[config.mk]
export PLATFORM = sky130hd
export DESIGN_NAME = cpu_step_ctrl
export DESIGN_NICKNAME = d
export VERILOG_FILES = /design/src/rtl/cpu_step_ctrl.sv
export SDC_FILE = /design/constraint.sdc
export NUM_CORES = 1
export LEC_CHECK = 0
export ABC_AREA = 0
export BUFFER_PORTS_ARGS = -buffer_cell sky130_fd_sc_hd__clkbuf_2
export CORE_ASPECT_RATIO = 1.5
export CORE_MARGIN = 1.5
export CORE_UTILIZATION = 56
export DETAILED_ROUTE_END_ITERATION = 12
export PLACE_DENSITY = 0.91
export SYNTH_ARGS = -nofsm -noshare
export SYNTH_HDL_FRONTEND = slang
export SYNTH_SLANG_ARGS = --single-unit
[constraint.sdc]
create_clock -name clk -period 4.3 [get_ports clk]
set_input_delay 1.29 -clock clk [delete_from_list [all_inputs] [get_ports clk]]
set_output_delay 1.29 -clock clk [all_outputs]
set_load 0.05 [all_outputs]
[src/rtl/cpu_step_ctrl.sv]
// Run/step controller: debounces the front-panel button and gates the CPU
// clock enable for single-cycle, single-instruction, free-run and breakpoint.
//
// Ports:
//   clk         system clock
//   rst         asynchronous reset, active-low
//   btn         raw push-button, asynchronous to clk
//   mode        00 step cycle, 01 step instr, 10 run, 11 run-to-breakpoint
//   bp_addr     breakpoint PC
//   pc          current PC from the core
//   ctrl_state  current core controller state
//   halt_req    synchronous halt request (level)
//   cpu_ce      clock enable for all CPU sequential state
//   btn_pulse   one-cycle pulse on debounced rising edge
//   busy        high while stepping or running
//   bp_hit      current HALT was caused by the breakpoint
//   cycle_count number of enabled CPU cycles
//   instr_count number of enabled fetch cycles
module cpu_step_ctrl #(
    parameter int unsigned DEBOUNCE_CYCLES = 500000,
    parameter logic [3:0]  FETCH_STATE     = 4'd0,
    parameter int unsigned CNT_W           = 20
) (
    input  logic        clk,
    input  logic        rst,
    input  logic        btn,
    input  logic [1:0]  mode,
    input  logic [31:0] bp_addr,
    input  logic [31:0] pc,
    input  logic [3:0]  ctrl_state,
    input  logic        halt_req,
    output logic        cpu_ce,
    output logic        btn_pulse,
    output logic        busy,
    output logic        bp_hit,
    output logic [31:0] cycle_count,
    output logic [31:0] instr_count
);

    typedef enum logic [2:0] {
        S_IDLE,
        S_STEP_CYC,
        S_STEP_INSTR,
        S_RUN,
        S_HALT
    } state_t;

    localparam logic [CNT_W-1:0] DB_LAST = CNT_W'(DEBOUNCE_CYCLES - 1);

    logic             sync1_q;
    logic             sync2_q;
    logic             level_q;
    logic             level_prev_q;
    logic             pulse_q;
    logic [CNT_W-1:0] db_cnt_q;

    state_t      state_q;
    logic [1:0]  mode_q;
    logic        issued_q;
    logic        bp_hit_q;
    logic [31:0] cyc_q;
    logic [31:0] ins_q;

    logic is_fetch;
    logic bp_match;
    logic halt_force;

    // Debounce: the accepted level only moves after DEBOUNCE_CYCLES
    // consecutive synchronized samples that disagree with it.
    always_ff @(posedge clk or negedge rst) begin
        if (!rst) begin
            sync1_q      <= 1'b0;
            sync2_q      <= 1'b0;
            level_q      <= 1'b0;
            level_prev_q <= 1'b0;
            pulse_q      <= 1'b0;
            db_cnt_q     <= '0;
        end else begin
            sync1_q      <= btn;
            sync2_q      <= sync1_q;
            level_prev_q <= level_q;
            pulse_q      <= level_q & ~level_prev_q;
            if (sync2_q == level_q) begin
                db_cnt_q <= '0;
            end else if (db_cnt_q == DB_LAST) begin
                db_cnt_q <= '0;
                level_q  <= sync2_q;
            end else begin
                db_cnt_q <= db_cnt_q + CNT_W'(1);
            end
        end
    end

    always_comb begin
        is_fetch   = (ctrl_state == FETCH_STATE);
        bp_match   = (mode_q == 2'b11) && issued_q && is_fetch
                     && (pc == bp_addr);
        halt_force = halt_req && (state_q != S_HALT);
        cpu_ce     = 1'b0;
        if (!halt_force) begin
            case (state_q)
                S_STEP_CYC:   cpu_ce = 1'b1;
                // first cycle always enables, even if already in fetch
                S_STEP_INSTR: cpu_ce = !(issued_q && is_fetch);
                // exit cycles (breakpoint or pause) do not enable
                S_RUN:        cpu_ce = !bp_match && !pulse_q;
                default:      cpu_ce = 1'b0;
            endcase
        end
    end

    always_ff @(posedge clk or negedge rst) begin
        if (!rst) begin
            state_q  <= S_IDLE;
            mode_q   <= 2'b00;
            issued_q <= 1'b0;
            bp_hit_q <= 1'b0;
            cyc_q    <= 32'd0;
            ins_q    <= 32'd0;
        end else begin
            if (cpu_ce) cyc_q <= cyc_q + 32'd1;
            if (cpu_ce && is_fetch) ins_q <= ins_q + 32'd1;
            if (halt_force) begin
                state_q  <= S_HALT;
                bp_hit_q <= 1'b0;
            end else begin
                case (state_q)
                    S_IDLE: begin
                        if (pulse_q) begin
                            mode_q   <= mode;
                            issued_q <= 1'b0;
                            case (mode)
                                2'b00:   state_q <= S_STEP_CYC;
                                2'b01:   state_q <= S_STEP_INSTR;
                                default: state_q <= S_RUN;
                            endcase
                        end
                    end
                    S_STEP_CYC: state_q <= S_IDLE;
                    S_STEP_INSTR: begin
                        if (issued_q && is_fetch) state_q <= S_IDLE;
                        else issued_q <= 1'b1;
                    end
                    S_RUN: begin
                        if (bp_match) begin
                            state_q  <= S_HALT;
                            bp_hit_q <= 1'b1;
                        end else if (pulse_q) begin
                            state_q <= S_IDLE;
                        end else begin
                            issued_q <= 1'b1;
                        end
                    end
                    S_HALT: begin
                        // halt_req still high keeps us parked here
                        if (!halt_req && pulse_q) begin
                            state_q  <= S_IDLE;
                            bp_hit_q <= 1'b0;
                        end
                    end
                    default: state_q <= S_IDLE;
                endcase
            end
        end
    end

    assign btn_pulse   = pulse_q;
    assign bp_hit      = bp_hit_q;
    assign cycle_count = cyc_q;
    assign instr_count = ins_q;
    assign busy        = (state_q == S_STEP_CYC) || (state_q == S_STEP_INSTR)
                         || (state_q == S_RUN);

endmodule

==> metrics.txt <==
status finished clean; Clk Latency, worst-skew pair 340 ps; CTS tree built; area added between synthesis and finish 23.4%; Layout Skew 7.61 ps; cell count after synthesis 463; WL/cell about 16 um; unrepaired setup endpoints after global routing no; cts bufs inserted 9; Final Hold Fails 0; internal power summed over all cells 1420 uW; number of nets in the synthesized netlist between 500 and 600; DR DRC count 0; clock network fraction of design power between 40% and 50%; Final setup violation count 0; vias after detailed routing around 4000; mux cell area share after synthesis between 1 and 1.5%; post-synth design cell area a little under 5000 um^2; Sequential Power Share 50.7%; Crit Path Max Fanout 8; worst slack, placed 229 ps; switching part of the total 20.9%; simple-gate portion of the synthesized area 24.2%; Worst Slack Setup Final roughly 220 ps; most numerous cell on the critical path sky130_fd_sc_hd__clkbuf_2; share of final-layout standard cells stronger than drive strength 1 around 28%; leakage power 0.00292 uW; number of cells upsized or downsized after cts 0; number of different library cells in the post-synthesis netlist 41; required time at the worst-slack endpoint 3010 ps; kind of cell adding the most delay to the critical path simple AND/OR/NAND/NOR gates; number of flops mapped to enable cells by yosys 0; Synth Register Bits 96; crit path DAT approximately 2800 ps; die footprint 9160 um^2; layout filler cell count 583; global route total overflow 0; final net count 688; via count of the first global-routing pass 4097; number of I/O port buffers 141; part of the Yosys area used for sequential elements between 50% and 60%; Crit path largest cell delay 300 ps; die extent in y around 120 um; flip-flop cell with the highest count after synthesis sky130_fd_sc_hd__dfrtp_1; type of the worst min-delay path register to register; cell type with the highest aggregate area in the netlist sky130_fd_sc_hd__dfrtp_1; critical path type primary input to output port; first drt pass iteration count 5; slew margin rel. 20.3%; Worst Hold Margin 355 ps; # IOs 142; Buf/Inv on CP 3; reported net switching power between 300 and 400 uW; area fraction in compound gates after synthesis 2.06%; IR drop worst, VDD ~280 uV; detailed-placement wirelength estimate 8510 um; total setup buffers inserted after CTS 0; CTS Root Cell sky130_fd_sc_hd__clkbuf_16; Power Dens Cells 302 nW/um^2; cell-by-cell listing of the critical path clkbuf_2, nor4_4, nand2_1, nor3_2, nand4_2, o21ai_4, inv_4, clkbuf_2; GPL Wtd Cong approximately 0.81; Final Cycle Share 94.9%; Diodes inserted 0; ys async rst share 100%; sort of element at the start of the critical path primary input; Util after Layout around 71%; synth top area cells sky130_fd_sc_hd__dfrtp_1 50%, sky130_fd_sc_hd__xnor2_1 14%, sky130_fd_sc_hd__xor2_1 6.0%; part of the power in combinational logic 5.7%; # H-tree levels 3; highest achievable clock rate 245 MHz; largest buffer count on any clock path 2; drt initial violations 205; combinational family with the most area after synthesis simple AND/OR/NAND/NOR gates; Die W 78.6 um; max-slew violation count 0; post-DR vias/cell 5.56; number of antenna violations at the first check in global routing 0; Adder-Cell Fraction of Synth Area 0.781%; count of max-cap constraint violations 0; count of nets left with antenna violations after detail routing 0; initial core utilization 57.5%; highest-delay cell along the critical path sky130_fd_sc_hd__nor4_4; Synth Area per Inst between 10 and 15 um^2; xor/xnor share of the synthesized area 20.2%; global router's overall resource usage 26.1%; Floorplan Core Area 8360 um^2; sinks on the clock net 96; actual transition at the worst max-transition pin 1190 ps; pin count of the biggest net entering global routing 37; critical path endpoint category output port; proportion of netlist area held by the largest area contributor 50.0%; Clock Pin Slew Worst Setup and Hold Paths 60 ps; wire length of the first global-routing pass 18700 um; number of buffers inserted for hold repair after clock tree synthesis 0; number of core rows 41; routed wire length approximately 11000 um; post-layout minimum cycle time 4080 ps; Yosys warnings 0; total negative setup slack 0 ps
==> worst paths after layout <==
path,endpoint,slack [ps],cells past startpoint,startpoint
worst min-delay path,sync2_q$_DFF_PN0_,350,0,sync1_q$_DFF_PN0_
worst min register to register,sync2_q$_DFF_PN0_,350,0,sync1_q$_DFF_PN0_
worst max register to register,cycle_count[22]$_DFFE_PN0P_,1880,6,state_q[2]$_DFFE_PN0P_
max in group asynchronous,instr_count[21]$_DFFE_PN0P_,2610,2,rst
min in group asynchronous,cycle_count[4]$_DFFE_PN0P_,900,1,rst
worst max-delay path,cpu_ce,220,8,ctrl_state[1]
==> area by class of cell <==
cell class | instances | area, um^2 | area share (%)
clock buffers | 12 | 246 | 4.16
clock inverters | 3 | 42.5 | 0.718
inverters | 9 | 36.3 | 0.612
multi-input cells | 349 | 2320 | 39.2
flip-flops and latches | 96 | 2400 | 40.5
well taps | 107 | 134 | 2.26
repair buffers | 146 | 746 | 12.6
==> per-layer routing <==
| metal | track usage [%] | wire length [um] | vias up |
|---|---|---|---|
| met2 | 45.8 | 6000 | 106 |
| met3 | 6.02 | 465 | 25 |
| met4 | 10.8 | 280 | 0 |
| li1 | - | - | 1897 |
| met5 | 0 | 0 | - |
| met1 | 30.7 | 4490 | 1985 |
==> power groups by stage <==
stage                     combinational [uW]  clock [uW]  sequential (uW)
after floorplan                         37.5           0              925
after global placement                  98.1           0              925
after detailed placement                 103           0              926
after CTS                                104         797              909
after global routing                     113         834              909
final                                    102         782              909
==> cell families after synthesis <==
logic type	count (synthesis)
and+or+nand+nor	217
xor gates and xnor gates	111
DFF	96
buffers and inverters	18
AOI/OAI and AO/OA	14
muxes	4
adders and majority gates	3
==> layout by cell type, fill, tap and decap left out, types with 2 or more instances in the layout <==
master,Yosys,final
sky130_fd_sc_hd__clkbuf_2,0,140
sky130_fd_sc_hd__dfrtp_1,96,96
sky130_fd_sc_hd__xnor2_1,78,78
sky130_fd_sc_hd__nor2_1,41,41
sky130_fd_sc_hd__nand2_1,40,40
sky130_fd_sc_hd__nand3_1,34,34
sky130_fd_sc_hd__xor2_1,33,33
sky130_fd_sc_hd__nand4_1,30,30
sky130_fd_sc_hd__nor3_1,21,21
sky130_fd_sc_hd__and3_1,14,14
sky130_fd_sc_hd__nor4_1,9,9
sky130_fd_sc_hd__clkbuf_16,0,9
sky130_fd_sc_hd__inv_1,8,8
sky130_fd_sc_hd__buf_4,0,6
sky130_fd_sc_hd__and4_1,5,5
sky130_fd_sc_hd__o21ai_0,4,4
sky130_fd_sc_hd__or3_1,3,3
sky130_fd_sc_hd__nor2b_1,3,3
sky130_fd_sc_hd__nor4_4,3,3
sky130_fd_sc_hd__mux2_2,3,3
sky130_fd_sc_hd__and2_1,3,3
sky130_fd_sc_hd__ha_1,3,3
sky130_fd_sc_hd__or2_2,2,2
sky130_fd_sc_hd__a21oi_1,2,2
sky130_fd_sc_hd__o21ai_1,2,2
sky130_fd_sc_hd__nor3b_1,2,2
sky130_fd_sc_hd__clkbuf_1,5,2
==> through the flow <==
step / instances / power [uW] / cell area (um^2)
floorplan: 463 / 963 / 4800
global placement: 707 / 1020 / 5640
detailed placement: 707 / 1030 / 5640
CTS: 722 / 1810 / 5930
global route: 722 / 1860 / 5930
finish: 722 / 1790 / 5930
==> registers in the layout, indices dropped and copies added (netlist names) <==
| name | cells |
|---|---|
| bp_hit | 1 |
| btn_pulse | 1 |
| cycle_count | 32 |
| db_cnt_q | 20 |
| instr_count | 32 |
| issued_q | 1 |
| level_prev_q | 1 |
| level_q | 1 |
| mode_q | 2 |
| state_q | 3 |
| sync1_q | 1 |
| sync2_q | 1 |
==> Yosys cell counts (4+ instances only) <==
library cell and number:
sky130_fd_sc_hd__nor3_1 21, sky130_fd_sc_hd__nor2_1 41, sky130_fd_sc_hd__nand4_1 30, sky130_fd_sc_hd__nand3_1 34, sky130_fd_sc_hd__xor2_1 33, sky130_fd_sc_hd__inv_1 8, sky130_fd_sc_hd__nand2_1 40, sky130_fd_sc_hd__dfrtp_1 96
sky130_fd_sc_hd__and3_1 14, sky130_fd_sc_hd__nor4_1 9, sky130_fd_sc_hd__xnor2_1 78, sky130_fd_sc_hd__clkbuf_1 5, sky130_fd_sc_hd__o21ai_0 4, sky130_fd_sc_hd__and4_1 5
Power figures use the tool's default switching activity.
